### config.mk
export PLATFORM = sky130hd
export DESIGN_NAME = phase_shift_gen
export DESIGN_NICKNAME = d
export VERILOG_FILES = /design/src/rtl/phase_gen_pkg.sv /design/src/rtl/deg_to_lag.sv /design/src/rtl/phase_shift_gen.sv
export SDC_FILE = /design/constraint.sdc
export NUM_CORES = 1
export LEC_CHECK = 0
export ABC_AREA = 1
export BUFFER_PORTS_ARGS = -buffer_cell sky130_fd_sc_hd__buf_4
export CELL_PAD_IN_SITES_DETAIL_PLACEMENT = 0
export CELL_PAD_IN_SITES_GLOBAL_PLACEMENT = 2
export CORE_UTILIZATION = 36
export CTS_CLUSTER_DIAMETER = 40
export DETAILED_ROUTE_END_ITERATION = 16
export PLACE_DENSITY = 0.85
export REMOVE_ABC_BUFFERS = 1
export SYNTH_ARGS = -nofsm -noshare
export SYNTH_HDL_FRONTEND = slang
export SYNTH_SLANG_ARGS = --single-unit
export TNS_END_PERCENT = 5
### constraint.sdc
create_clock -name clk -period 8.6 [get_ports clk]
set_input_delay 1.72 -clock clk [delete_from_list [all_inputs] [get_ports clk]]
set_output_delay 1.72 -clock clk [all_outputs]
set_load 0.01 [all_outputs]
### src/rtl/phase_gen_pkg.sv
// rtl/phase_gen_pkg.sv - shared constants, state encoding, sine table and saturation for phase_shift_gen
package phase_gen_pkg;

  localparam int N_SAMPLES = 32;

  typedef enum logic {
    IDLE = 1'b0,
    RUN  = 1'b1
  } state_t;

  // round(32767*sin(2*pi*k/32)), full Q15 scale; narrowed per sample width by sin_s()
  localparam int SIN_Q15 [0:31] = '{
         0,   6393,  12539,  18204,  23170,  27245,  30273,  32137,
     32767,  32137,  30273,  27245,  23170,  18204,  12539,   6393,
         0,  -6393, -12539, -18204, -23170, -27245, -30273, -32137,
    -32767, -32137, -30273, -27245, -23170, -18204, -12539,  -6393
  };

  // Table entry scaled to an m-bit sample (arithmetic shift keeps the floor rounding)
  function automatic int sin_s(logic [4:0] k, int m);
    return SIN_Q15[k] >>> (17 - m);
  endfunction

  // Clamp to the signed m-bit range
  function automatic int sat(int v, int m);
    int hi;
    int lo;
    hi = (1 << (m - 1)) - 1;
    lo = -(1 << (m - 1));
    if (v > hi) return hi;
    if (v < lo) return lo;
    return v;
  endfunction

endpackage

### src/rtl/deg_to_lag.sv
// rtl/deg_to_lag.sv - combinational conversion of a lag angle in degrees to a lag in samples
module deg_to_lag
  import phase_gen_pkg::*;
(
  input  logic [15:0] phase_deg,
  output logic [4:0]  lag,
  output logic        illegal
);

  logic [21:0] scaled;

  // Rounded degrees-to-samples: (deg*32 + 180) / 360, folded so 360 maps back to 0
  assign scaled  = {1'b0, phase_deg, 5'b0} + 22'd180;
  assign lag     = 5'((scaled / 22'd360) % 22'(N_SAMPLES));
  assign illegal = (phase_deg > 16'd359);

endmodule

### src/rtl/phase_shift_gen.sv
// rtl/phase_shift_gen.sv - reference sine plus lagged copy; optional third phase Vc under PHASE_GEN_3PH_EN
module phase_shift_gen
  import phase_gen_pkg::*;
#(
  parameter int M = 14
) (
  input  logic                clk,
  input  logic                rst,
  input  logic                en,
  input  logic [15:0]         phase_deg,
  input  logic signed [M-1:0] offset_ref,
  input  logic signed [M-1:0] offset_in,
  output logic signed [M-1:0] Vref,
  output logic signed [M-1:0] Vin,
`ifdef PHASE_GEN_3PH_EN
  output logic signed [M-1:0] Vc,
`endif
  output logic                valid,
  output logic [4:0]          lag,
  output logic                phase_err
);

  state_t            state;
  logic [4:0]        idx;
  logic [4:0]        new_lag;
  logic              deg_illegal;
  logic              load_pt;
  logic [4:0]        idx_in;
  logic signed [M:0] sum_ref;
  logic signed [M:0] sum_in;

  deg_to_lag u_deg_to_lag (
    .phase_deg (phase_deg),
    .lag       (new_lag),
    .illegal   (deg_illegal)
  );

  // Lag may only change when a period starts: entering RUN, or the idx 31->0 wrap
  assign load_pt = (state == IDLE) ? en : (en && (idx == 5'(N_SAMPLES - 1)));

  // Sample sums in M+1 bits; 5-bit index subtraction gives the mod-32 wrap for free
  assign idx_in  = idx - lag;
  assign sum_ref = {offset_ref[M-1], offset_ref} + (M+1)'(sin_s(idx, M));
  assign sum_in  = {offset_in[M-1], offset_in} + (M+1)'(sin_s(idx_in, M));

`ifdef PHASE_GEN_3PH_EN
  logic [4:0]        idx_c;
  logic signed [M:0] sum_c;
  assign idx_c = idx - {lag[3:0], 1'b0};
  assign sum_c = {offset_in[M-1], offset_in} + (M+1)'(sin_s(idx_c, M));
`endif

  // FSM, sample index, lag register and registered sample outputs
  always_ff @(posedge clk or negedge rst) begin
    if (!rst) begin
      state     <= IDLE;
      idx       <= 5'd0;
      lag       <= 5'd0;
      Vref      <= '0;
      Vin       <= '0;
      valid     <= 1'b0;
      phase_err <= 1'b0;
`ifdef PHASE_GEN_3PH_EN
      Vc        <= '0;
`endif
    end else begin
      phase_err <= load_pt && deg_illegal;
      if (load_pt && !deg_illegal) begin
        lag <= new_lag;
      end
      if (state == RUN && en) begin
        Vref  <= M'(sat(int'(sum_ref), M));
        Vin   <= M'(sat(int'(sum_in), M));
        valid <= 1'b1;
        idx   <= idx + 5'd1;
`ifdef PHASE_GEN_3PH_EN
        Vc    <= M'(sat(int'(sum_c), M));
`endif
      end else begin
        Vref  <= offset_ref;
        Vin   <= offset_in;
        valid <= 1'b0;
        idx   <= 5'd0;
`ifdef PHASE_GEN_3PH_EN
        Vc    <= offset_in;
`endif
      end
      case (state)
        IDLE:    if (en)  state <= RUN;
        RUN:     if (!en) state <= IDLE;
        default: state <= IDLE;
      endcase
    end
  end

endmodule

; Word level (Yosys, flattened, before mapping)
; Memories as Yosys holds them, arrays and structs flattened.
; Index checks and enable logic that the tools add are counted.
[totals]
n_memories = 2
output_inout_bits = 35
wordCells = 58
romBits = 2048
reg_bits = 41
input_bits = 47
[op_classes]
eq_ne = 1
n_mux = 28
n_bitwise = 2
addsub = 5
magnitude_cmp = 7
div_mod_pow = 1
n_reduce_logical = 5
[mem_list]
columns = name, words, word_bits, rd, rd_ports_with_merged_regs, wr, line
row1 = (name not given), 32, 32, 1, 0, 0, phase_gen_pkg.sv:21  ; return SIN_Q15[k] >>> (17 - m);
row2 = (name not given), 32, 32, 1, 0, 0, phase_gen_pkg.sv:21
[ops]
columns = op, count
row1 = $mux 14, 8
row2 = $mux 18, 4
row3 = $add 15x15->15, 2
row4 = $gt 15x14->1 const B, 2
row5 = $lt 15x14->1 const B, 2
row6 = $mux 13, 2
row7 = $add 21x8->22 const B, 1
row8 = $div 22x9->22 const B, 1
row9 = $gt 16x9->1 const B, 1
row10 = $mux 1, 13
row11 = $ge 6x6->1 const B, 2
row12 = $not 5->6, 2
row13 = $add 5x1->5 const B, 1
row14 = $eq 5x5->1 const B, 1
row15 = $mux 5, 1
row16 = $sub 5x5->5, 1
row17 = $logic_and 1x1->1, 4
row18 = $logic_not 1->1, 1

; Longest topological paths before layout
; Gate-level depths: netlist (run 1).
[logic_depth]
word_depth = 14
ltp_mapped = 105
mapped_depth_nobuf = 102

; Hierarchy
; From an unflattened synthesis (run 1), not the netlist that was laid out.
[unflattened]
hier_cells = 1760
hier_area_um2 = 9929.5
[modules_own_cells]
columns = mod, seq_area_each_um2, cells_each, n_inst, area_each_um2
row1 = deg_to_lag, 0.0, 1004, 1, 5051.1
row2 = phase_shift_gen, 1026.0, 756, 1, 4878.4

; Worst setup path after synthesis (run 1)
; No wires, ideal clock.
[synth_timing]
kind = in2reg
start = in phase_deg[0]
end = reg lag[0]
n_path_buf = 5
t_required_ns = 8.483
stages = 93
arrival_time_ns = 10.361
setup_time_ns = 0.117
slack_ns = -1.878
cell_sequence = ha_1 nor2_4 nor2_1 nand2_1 xor2_1 inv_2 nand2_1 nand2_4 nand2_4 nand2_8 buf_12 nand2_2 nand2_2 inv_1 nand2_1 nor2_2 nand2_4 nand2_8 (+57 left out) ha_1 xnor2_1 nand2_1 nand2_1 inv_1 ha_1 inv_1 nand2_1 nand2_2 nand2_1 nand2_1 nand2_1 nand2_1 nand3_1 nor2_1 nand3_1 nand2_1 nand2_1
[synth_between]
elab_chain_cells = 3
elab_cells_between_ends = 5
cone_classes = 1 x add/sub / 1 x div / 1 x order compare / 2 x reduce/logical
[synth_rtl]
columns = item, line
row1 = "start, declared", phase_shift_gen.sv:10  ; input logic [15:0] phase_deg,
row2 = branches (longest 3 deep; another with $add 21x8->22), -
row3 = "end signal, assigned", phase_shift_gen.sv:69  ; lag <= new_lag;
row4 = "end, declared", phase_shift_gen.sv:19  ; output logic [4:0] lag,
; Several ways; the timed one is not identified.
; A chain may end at the register's enable or synchronous reset.

; Worst setup path in the final report (run 1)
; Same ends and word-level chain as after synthesis.

==> flow_summary.toml, run 1 <==
[detailed_routing]
totalWireLength_um = 31100
avgRoutedWirePerCell_um = 12.9
post-route-drc-count = 0
avgViaCountPerCell = 4.84
final_antenna_net_count = 0
num_vias = 11616
dr.first_iter.drc_count = 431
first_pass_iters = 4

[logic_synthesis]
yosys_reg_bits = 41
post_synth_main_area_contributors = "sky130_fd_sc_hd__nand2_1 15%, sky130_fd_sc_hd__dfrtp_1 10%, sky130_fd_sc_hd__nand3_1 9.4%"
ys.warnings.count = 0
synth_area_um2 = 9970
synth_edf_count = 0
ys.flop_type = "sky130_fd_sc_hd__dfrtp_1"
avgSynthCellArea_um2 = 6.10
netlist.top_cell.by_area = "sky130_fd_sc_hd__nand2_1"
count_of_distinct_cell_types_in_the_synthesized_netlist = 63
yosysSeqAreaShare = 0.103
synthesis.instances = 1635
synth_async_sr_flop_share = 1.00
synth_top_cell_area_share = 0.149

[critical_path]
worstReg2RegEnd = "Vin[5]$_DFF_PN0_"
ff2ff_setup_slack_ns = 1.82
crit_end_element = "register"
start_kind = "primary input"
crit_path_max_fanout = 8
critical_path_slowest_stage_cell = "sky130_fd_sc_hd__o21ai_4"
critical_path.most_common_cell = "sky130_fd_sc_hd__nand2_4"
critical_path.reg2reg.startpoint = "idx[0]$_DFF_PN0_"
required_ns = 8.83
worstSetupPathType = "in2reg"
critical-path-max-stage-delay_ns = 0.23
worstRegToRegCells = 33
cp_data_arrival_time_ns = 10.81

[die]
die_x_um = 168
initial_utilization = 0.369
die_height_um = 168
core_um2 = 27000
rows = 60
ioPinCount = 82
dieArea_um2 = 28400

[layout]
nets = 2167
layout_overhead_on_the_synthesized_area_pct = 54.3
post_route_cells_drive_above_1_share = 0.471
final.fill_count = 2596
layout.cells.most_common_list = "403 x sky130_fd_sc_hd__buf_4, 313 x sky130_fd_sc_hd__nand2_1, 169 x sky130_fd_sc_hd__inv_1"
layout.cells.most_common = "sky130_fd_sc_hd__buf_4"
antenna-diode-count = 0

[min_path]
min_path_cells = 2
worstHoldEndpoint = "lag[0]$_DFFE_PN0P_"
min_from = "lag[0]$_DFFE_PN0P_"
hold_path.class = "reg2reg"

[global_route]
grt_first_pass_wirelength_um = 50300
globalRouteOverflowTotal = 0
antenna_found_initial = 0
grt_usage = 0.209
largest_net_degree_at_the_start_of_global_routing = 42
global_route.usage.met3 = 0.00776
global_route.peak_usage_layer = "met2"
gr-usage-met2 = 0.397
met1_layer_usage_reported_by_global_route = 0.261
first_global_vias = 10934

[timing]
finalWorstPathRequiredPeriod_ns = 10.58
setup-violations-final = 4
hold_viol_final = 0
finalHoldWorstSlack_ns = 0.556
post-route-worst-setup-slack_ns = -1.98
post-route-period-util = 1.23
fin_skew_ns = 0.00632
timing.final.max_slew_violations = 0
maxSlewHeadroom = 0.365
clock.fmax_mhz = 94.5
tns_ns = -5.69
tightest_slew_ns = 0.951
setup_repair_after_global_routing_missed_its_margin = "true"

[clock_tree]
cts_buffer_depth = 2
clk_latency_ns = 0.29
cts.htree.levels = 2
cts.clk_slew.worst_paths_ns = 0.07
cts_num_sinks = 41
cts_tree = "done"
root_buffer = "sky130_fd_sc_hd__clkbuf_16"
numCtsBuffers = 5

[status]
failed_checks = "setup timing"
status = "finished, violations left"

[placement]
half_perimeter_wire_length_after_detailed_placement_um = 24200
buffers_on_ports = 81
gp_congestion = 0.902

[job]
max_cap_viol_count = 0
-- flip-flops by register name, indices dropped and copies added, names as in the netlist --
name and flops:
Vin 14, Vref 14, idx 5, lag 5, phase_err 1, state 1
valid 1
-- metrics by stage --
step,cells,util,cell area [um^2],setup slack (ns)
floorplan,1609,-,9800,-2.00
global placement,2327,0.484,13100,-2.49
detailed placement,2327,0.484,13100,-2.69
CTS,2367,0.518,14000,-1.96
global route,2401,0.569,15400,-2.65
finish,2401,0.569,15400,-1.98
-- cell usage after synthesis, types with 6 or more instances --
cell,instances
sky130_fd_sc_hd__clkinv_1,6
sky130_fd_sc_hd__ha_1,58
sky130_fd_sc_hd__inv_1,180
sky130_fd_sc_hd__dfrtp_1,41
sky130_fd_sc_hd__a21oi_1,69
sky130_fd_sc_hd__nand3_2,18
sky130_fd_sc_hd__nand2_1,396
sky130_fd_sc_hd__nand2_8,6
sky130_fd_sc_hd__a22oi_1,6
sky130_fd_sc_hd__nor2_1,150
sky130_fd_sc_hd__xor2_1,32
sky130_fd_sc_hd__o211ai_1,9
sky130_fd_sc_hd__nand2_4,56
sky130_fd_sc_hd__nor2_4,15
sky130_fd_sc_hd__nand4_1,22
sky130_fd_sc_hd__clkbuf_1,18
sky130_fd_sc_hd__inv_2,29
sky130_fd_sc_hd__nand3b_1,6
sky130_fd_sc_hd__xnor2_1,8
sky130_fd_sc_hd__nand2_2,103
sky130_fd_sc_hd__o21ai_0,79
sky130_fd_sc_hd__nand3_4,7
sky130_fd_sc_hd__or2_2,23
sky130_fd_sc_hd__nor3_1,12
sky130_fd_sc_hd__nor2_2,19
sky130_fd_sc_hd__nand3_1,187
sky130_fd_sc_hd__o21bai_1,6
-- cells by family (layout without fill, tap and decap cells) --
logic type	after synthesis	after routing	share of synthesized area
multiplexers	1	1	0.00100
AO/OA/AOI/OAI	211	211	0.125
XOR/XNOR	41	41	0.0368
adder cells (fa/ha/maj)	61	61	0.0788
buffers and inverters	251	670	0.105
flip-flops	41	41	0.103
AND/OR/NAND/NOR	1029	1035	0.550
-- worst max-delay path: cells and delay by family --
kind	cells	cell delay (ns)
buffers and inverters	14	1.48
and+or+nand+nor	72	6.93
adders and majority gates	1	0.18
AOI/OAI and AO/OA	3	0.44
-- per-layer routing --
layer | up-vias | part of all wire
met4 | 0 | 0.014
met1 | 5326 | 0.45
met3 | 22 | 0.014
li1 | 6147 | -
met5 | - | 0
met2 | 121 | 0.52
-- area by class of cell --
cell class	count	area, um^2	area share
Multi-Input combinational cell	1349	9370	0.610
Tap cell	341	427	0.0278
Inverter	225	898	0.0584
Clock buffer	6	139	0.00903
Timing Repair Buffer	437	3480	0.226
Clock inverter	2	37.5	0.00244
Sequential cell	41	1030	0.0667
-- what timing repair did --
action | CTS | global route
hold buffers | 0 | 0
buffers inserted | 26 | 34
pin swaps | 71 | 180
endpoints found under the setup margin | 5 | 5
cloned | 6 | 0
resized for setup | 104 | 277
-- worst max path at each step --
| stage | startpoint | endpoint | slack, ns | depth (start not counted) |
|---|---|---|---|---|
| 2_1_floorplan | phase_deg[0] | lag[0]$_DFFE_PN0P_ | -2.00 | 91 |
| 3_3_place_gp | phase_deg[0] | lag[0]$_DFFE_PN0P_ | -2.49 | 89 |
| 3_5_place_dp | phase_deg[0] | lag[0]$_DFFE_PN0P_ | -2.69 | 91 |
| 4_1_cts | phase_deg[0] | lag[0]$_DFFE_PN0P_ | -1.96 | 87 |
| 5_1_grt | phase_deg[0] | lag[0]$_DFFE_PN0P_ | -2.65 | 91 |
| 6_report | phase_deg[0] | lag[0]$_DFFE_PN0P_ | -1.98 | 90 |
Power of run 1 is not shown: default switching activity piles up to over one toggle a cycle in this logic, so the estimate is an artifact.
==> inputs of run 2 (changes only) <==
--- a/config.mk
+++ b/config.mk
@@ -14,6 +14,7 @@
 export DETAILED_ROUTE_END_ITERATION = 16
 export PLACE_DENSITY = 0.85
 export REMOVE_ABC_BUFFERS = 1
+export SETUP_SLACK_MARGIN = 0.1
 export SYNTH_ARGS = -nofsm -noshare
 export SYNTH_HDL_FRONTEND = slang
 export SYNTH_SLANG_ARGS = --single-unit
==> flow_summary.toml, run 2 (synthesized netlist as in run 1, its figures left out) <==
[status]
status = "finished, violations left"
failed_checks = "setup timing"

[layout]
reg.largest.list = "Vin x14, Vref x14"
layout.cells.most_common_list = "408 x sky130_fd_sc_hd__buf_4, 330 x sky130_fd_sc_hd__nand2_1, 173 x sky130_fd_sc_hd__inv_1"
layout_overhead_on_the_synthesized_area_pct = 50.4
antenna-diode-count = 0
nets = 2163
post_route_cells_drive_above_1_share = 0.451
layout.cells.most_common = "sky130_fd_sc_hd__buf_4"

[timing]
post-route-period-util = 1.23
fin_skew_ns = 0.00569
finalWorstPathRequiredPeriod_ns = 10.54
hold_viol_final = 0
setup-violations-final = 4
tightest_slew_ns = 0.937
setup_repair_after_global_routing_missed_its_margin = "true"
maxSlewHeadroom = 0.375
post-route-worst-setup-slack_ns = -1.94
tns_ns = -5.49
timing.final.max_slew_violations = 0
clock.fmax_mhz = 94.9

[global_route]
antenna_found_initial = 0
globalRouteOverflowTotal = 0
grt_usage = 0.210
largest_net_degree_at_the_start_of_global_routing = 42
grt_first_pass_wirelength_um = 50300
first_global_vias = 10935

[placement]
buffers_on_ports = 81
gp_congestion = 0.902
half_perimeter_wire_length_after_detailed_placement_um = 24200

[clock_tree]
cts_buffer_depth = 2
cts_num_sinks = 41
cts.clk_slew.worst_paths_ns = 0.06
hold_bufs_inserted_after_cts = 0
cts_tree = "done"
cts.htree.levels = 2
numCtsBuffers = 5
clk_latency_ns = 0.29
root_buffer = "sky130_fd_sc_hd__clkbuf_16"

[job]
max_cap_viol_count = 0

[detailed_routing]
num_vias = 11579
post-route-drc-count = 0
dr.first_iter.drc_count = 400
avgViaCountPerCell = 4.83
first_pass_iters = 5
avgRoutedWirePerCell_um = 12.8
totalWireLength_um = 30600
final_antenna_net_count = 0

[critical_path]
required_ns = 8.83
critical-path-max-stage-delay_ns = 0.28
cp_data_arrival_time_ns = 10.76
start_kind = "primary input"
worstSetupPathType = "in2reg"
crit_path_max_fanout = 8
critical_path.most_common_cell = "sky130_fd_sc_hd__nand2_4"
crit_end_element = "register"
critical_path_slowest_stage_cell = "sky130_fd_sc_hd__a21oi_4"

[die]
die_x_um = 168
dieArea_um2 = 28400
initial_utilization = 0.369
core_um2 = 27000
ioPinCount = 82
rows = 60
die_height_um = 168

[min_path]
hold_path.class = "reg2reg"
## run 2: area by class of cell
type	count	area (um^2)
Fill cell	2648	12000
Clock buffer	6	139
Inverter	225	891
Clock inverter	2	37.5
Sequential cell	41	1030
Multi-Input combinational cell	1349	9060
Tap cell	341	427
Timing Repair Buffer	433	3410
## run 2: path summary, 6_finish.rpt
| path | startpoint | to | slack, ns | cells after the start |
|---|---|---|---|---|
| min reg2reg | lag[0]$_DFFE_PN0P_ | lag[0]$_DFFE_PN0P_ | 0.57 | 2 |
| min | lag[0]$_DFFE_PN0P_ | lag[0]$_DFFE_PN0P_ | 0.57 | 2 |
| max reg2reg | idx[0]$_DFF_PN0_ | Vin[5]$_DFF_PN0_ | 1.81 | 33 |
| min in group asynchronous | rst | idx[4]$_DFF_PN0_ | 1.42 | 1 |
| max | phase_deg[0] | lag[0]$_DFFE_PN0P_ | -1.94 | 88 |
| max in group asynchronous | rst | Vin[8]$_DFF_PN0_ | 6.81 | 1 |
## run 2: stage by stage
step                instance area (um^2)  setup slack, ns  utilization  instances  hold WS, ns
floorplan                           9800            -2.00            -       1609        0.535
global placement                   13100            -2.49        0.484       2327        0.559
detailed placement                 13100            -2.69        0.484       2327        0.555
CTS                                14000            -1.97        0.518       2367        0.572
global route                       15000            -2.70        0.555       2397        0.603
finish                             15000            -1.94        0.555       2397        0.567
## run 2: worst max-delay path, delay by kind of cell
kind	cells	cell delay, ns
xor gates and xnor gates	1	0.16
buffers and inverters	16	1.67
and+or+nand+nor	66	6.28
AOI/OAI and AO/OA	4	0.72
adders and majority gates	1	0.19
## run 2: what timing repair did
| item | in CTS | in global routing |
|---|---|---|
| pin swaps | 72 | 135 |
| setup buffers | 26 | 30 |
| gates cloned | 6 | 0 |
| resized for setup | 104 | 193 |
| endpoints found under the setup margin | 5 | 5 |
## run 2: metal layers
metal	global-route usage	up-vias	part of all wire
met5	0	-	0
li1	-	6136	-
met2	0.397	145	0.51
met4	0.0423	0	0.019
met1	0.261	5266	0.46
met3	0.00776	32	0.017
Power of run 2 is left out for the same reason.
==> inputs of run 3 (changes only) <==
--- a/config.mk
+++ b/config.mk
@@ -6,10 +6,11 @@
 export NUM_CORES = 1
 export LEC_CHECK = 0
 export ABC_AREA = 1
-export BUFFER_PORTS_ARGS = -buffer_cell sky130_fd_sc_hd__buf_4
+export BUFFER_PORTS_ARGS = -buffer_cell sky130_fd_sc_hd__buf_2
 export CELL_PAD_IN_SITES_DETAIL_PLACEMENT = 0
 export CELL_PAD_IN_SITES_GLOBAL_PLACEMENT = 2
 export CORE_UTILIZATION = 36
+export CTS_BUF_LIST = sky130_fd_sc_hd__clkbuf_4 sky130_fd_sc_hd__clkbuf_8 sky130_fd_sc_hd__clkbuf_16
 export CTS_CLUSTER_DIAMETER = 40
 export DETAILED_ROUTE_END_ITERATION = 16
 export PLACE_DENSITY = 0.85
==> flow_summary.toml, run 3 (synthesized netlist as in run 1, its figures left out) <==
[status]
status = "finished, violations left"
failed_checks = "setup timing"

[critical_path]
ff2ff_setup_slack_ns = 2.28
worstReg2RegEnd = "Vin[5]$_DFF_PN0_"
critical_path.most_common_cell = "sky130_fd_sc_hd__nand2_4"
crit_path_max_fanout = 8
cp_data_arrival_time_ns = 10.70
critical_path.reg2reg.startpoint = "idx[0]$_DFF_PN0_"
required_ns = 8.78
crit_end_element = "register"
critical-path-max-stage-delay_ns = 0.22
critical_path_slowest_stage_cell = "sky130_fd_sc_hd__nor2_8"
start_kind = "primary input"
worstRegToRegCells = 35
worstSetupPathType = "in2reg"

[timing]
setup_repair_after_global_routing_missed_its_margin = "true"
fin_skew_ns = 0.00823
hold_viol_final = 0
post-route-period-util = 1.22
post-route-worst-setup-slack_ns = -1.92
setup-violations-final = 4
timing.final.max_slew_violations = 0
clock.fmax_mhz = 95.1
maxSlewHeadroom = 0.361
tightest_slew_ns = 0.958
finalWorstPathRequiredPeriod_ns = 10.52
finalHoldWorstSlack_ns = 0.552

[job]
max_cap_viol_count = 0

[detailed_routing]
first_pass_iters = 5
avgRoutedWirePerCell_um = 12.8
met3_wl_um = 645
totalWireLength_um = 31100
final_antenna_net_count = 0
avgViaCountPerCell = 4.88
metal_1_wl_um = 13800
num_vias = 11826
dr.max_layer_used = "met4"
met2_length_um = 16000
post-route-drc-count = 0
dr.first_iter.drc_count = 388

[min_path]
worstHoldEndpoint = "lag[0]$_DFFE_PN0P_"
hold_path.class = "reg2reg"
min_from = "lag[0]$_DFFE_PN0P_"
min_path_cells = 2

[die]
rows = 60
dieArea_um2 = 28400
die_height_um = 168
core_um2 = 27000
initial_utilization = 0.369
die_x_um = 168
ioPinCount = 82

[placement]
postPlaceCellArea_um2 = 12900
buffers_on_ports = 81
placed_instances = 2328
gp_congestion = 0.875
half_perimeter_wire_length_after_detailed_placement_um = 23900

[clock_tree]
numCtsBuffers = 5
cts_buffer_depth = 2
cts.htree.levels = 2
clk_latency_ns = 0.30
cts.clk_slew.worst_paths_ns = 0.06
root_buffer = "sky130_fd_sc_hd__clkbuf_16"
cts_tree = "done"
cts_num_sinks = 41

[layout]
post_route_cells_drive_above_1_share = 0.475
layout_overhead_on_the_synthesized_area_pct = 54.2
finalInstanceArea_um2 = 15400
final_cell_count_no_fill = 2422
antenna-diode-count = 0
reg.largest.list = "Vin x14, Vref x14"
layout.cells.most_common_list = "348 x sky130_fd_sc_hd__buf_4, 316 x sky130_fd_sc_hd__nand2_1, 164 x sky130_fd_sc_hd__inv_1"
layout.cells.most_common = "sky130_fd_sc_hd__buf_4"
fin_util = 0.569
nets = 2188

[global_route]
first_global_vias = 11279
grt_usage = 0.214
globalRouteOverflowTotal = 0
grt_first_pass_wirelength_um = 51500
antenna_found_initial = 0
largest_net_degree_at_the_start_of_global_routing = 42
[run 3: worst max-delay path: cells and delay by family]
| kind | cells | cell delay, ns |
|---|---|---|
| compound gates | 2 | 0.26 |
| buf+inv | 20 | 2.07 |
| simple gates | 68 | 6.61 |
[run 3: worst max path at each step]
stage	from	endpoint	slack (ns)	depth (start not counted)
floorplan	phase_deg[0]	lag[0]$_DFFE_PN0P_	-2.00	91
global placement	phase_deg[0]	lag[0]$_DFFE_PN0P_	-2.61	90
detailed placement	phase_deg[0]	lag[0]$_DFFE_PN0P_	-2.70	92
CTS	phase_deg[0]	lag[0]$_DFFE_PN0P_	-1.91	94
global route	phase_deg[0]	lag[0]$_DFFE_PN0P_	-2.59	96
finish	phase_deg[4]	lag[0]$_DFFE_PN0P_	-1.92	90
[run 3: cell type report]
class / count / area [um^2]
inverters: 225 / 910
clock inverters: 1 / 30.0
flip-flops and latches: 41 / 1030
multi-input cells: 1348 / 9350
well taps: 341 / 427
clock buffers: 7 / 146
fillers: 2590 / 11700
repair buffers: 459 / 3480
[run 3: per-stage QoR]
stage / setup WS [ns] / TNS [ns]
floorplan: -2.00 / -5.01
global placement: -2.61 / -8.48
CTS: -1.91 / -5.57
finish: -1.92 / -5.59
detailed placement: -2.70 / -8.89
global route: -2.59 / -8.44
[run 3: metal layers]
metal | vias up | global-route usage
met1 | 5426 | 0.262
met4 | 0 | 0.0565
met2 | 188 | 0.403
li1 | 6176 | -
met5 | - | 0
met3 | 36 | 0.0125
[run 3: repair_timing]
| action | CTS | global route |
|---|---|---|
| gates resized for setup | 202 | 182 |
| setup buffers | 51 | 29 |
| pin swaps | 131 | 154 |
| gates cloned | 5 | 1 |
| hold buffers | 0 | 0 |
| endpoints found under the setup margin | 5 | 5 |
Power of run 3 is left out for the same reason.
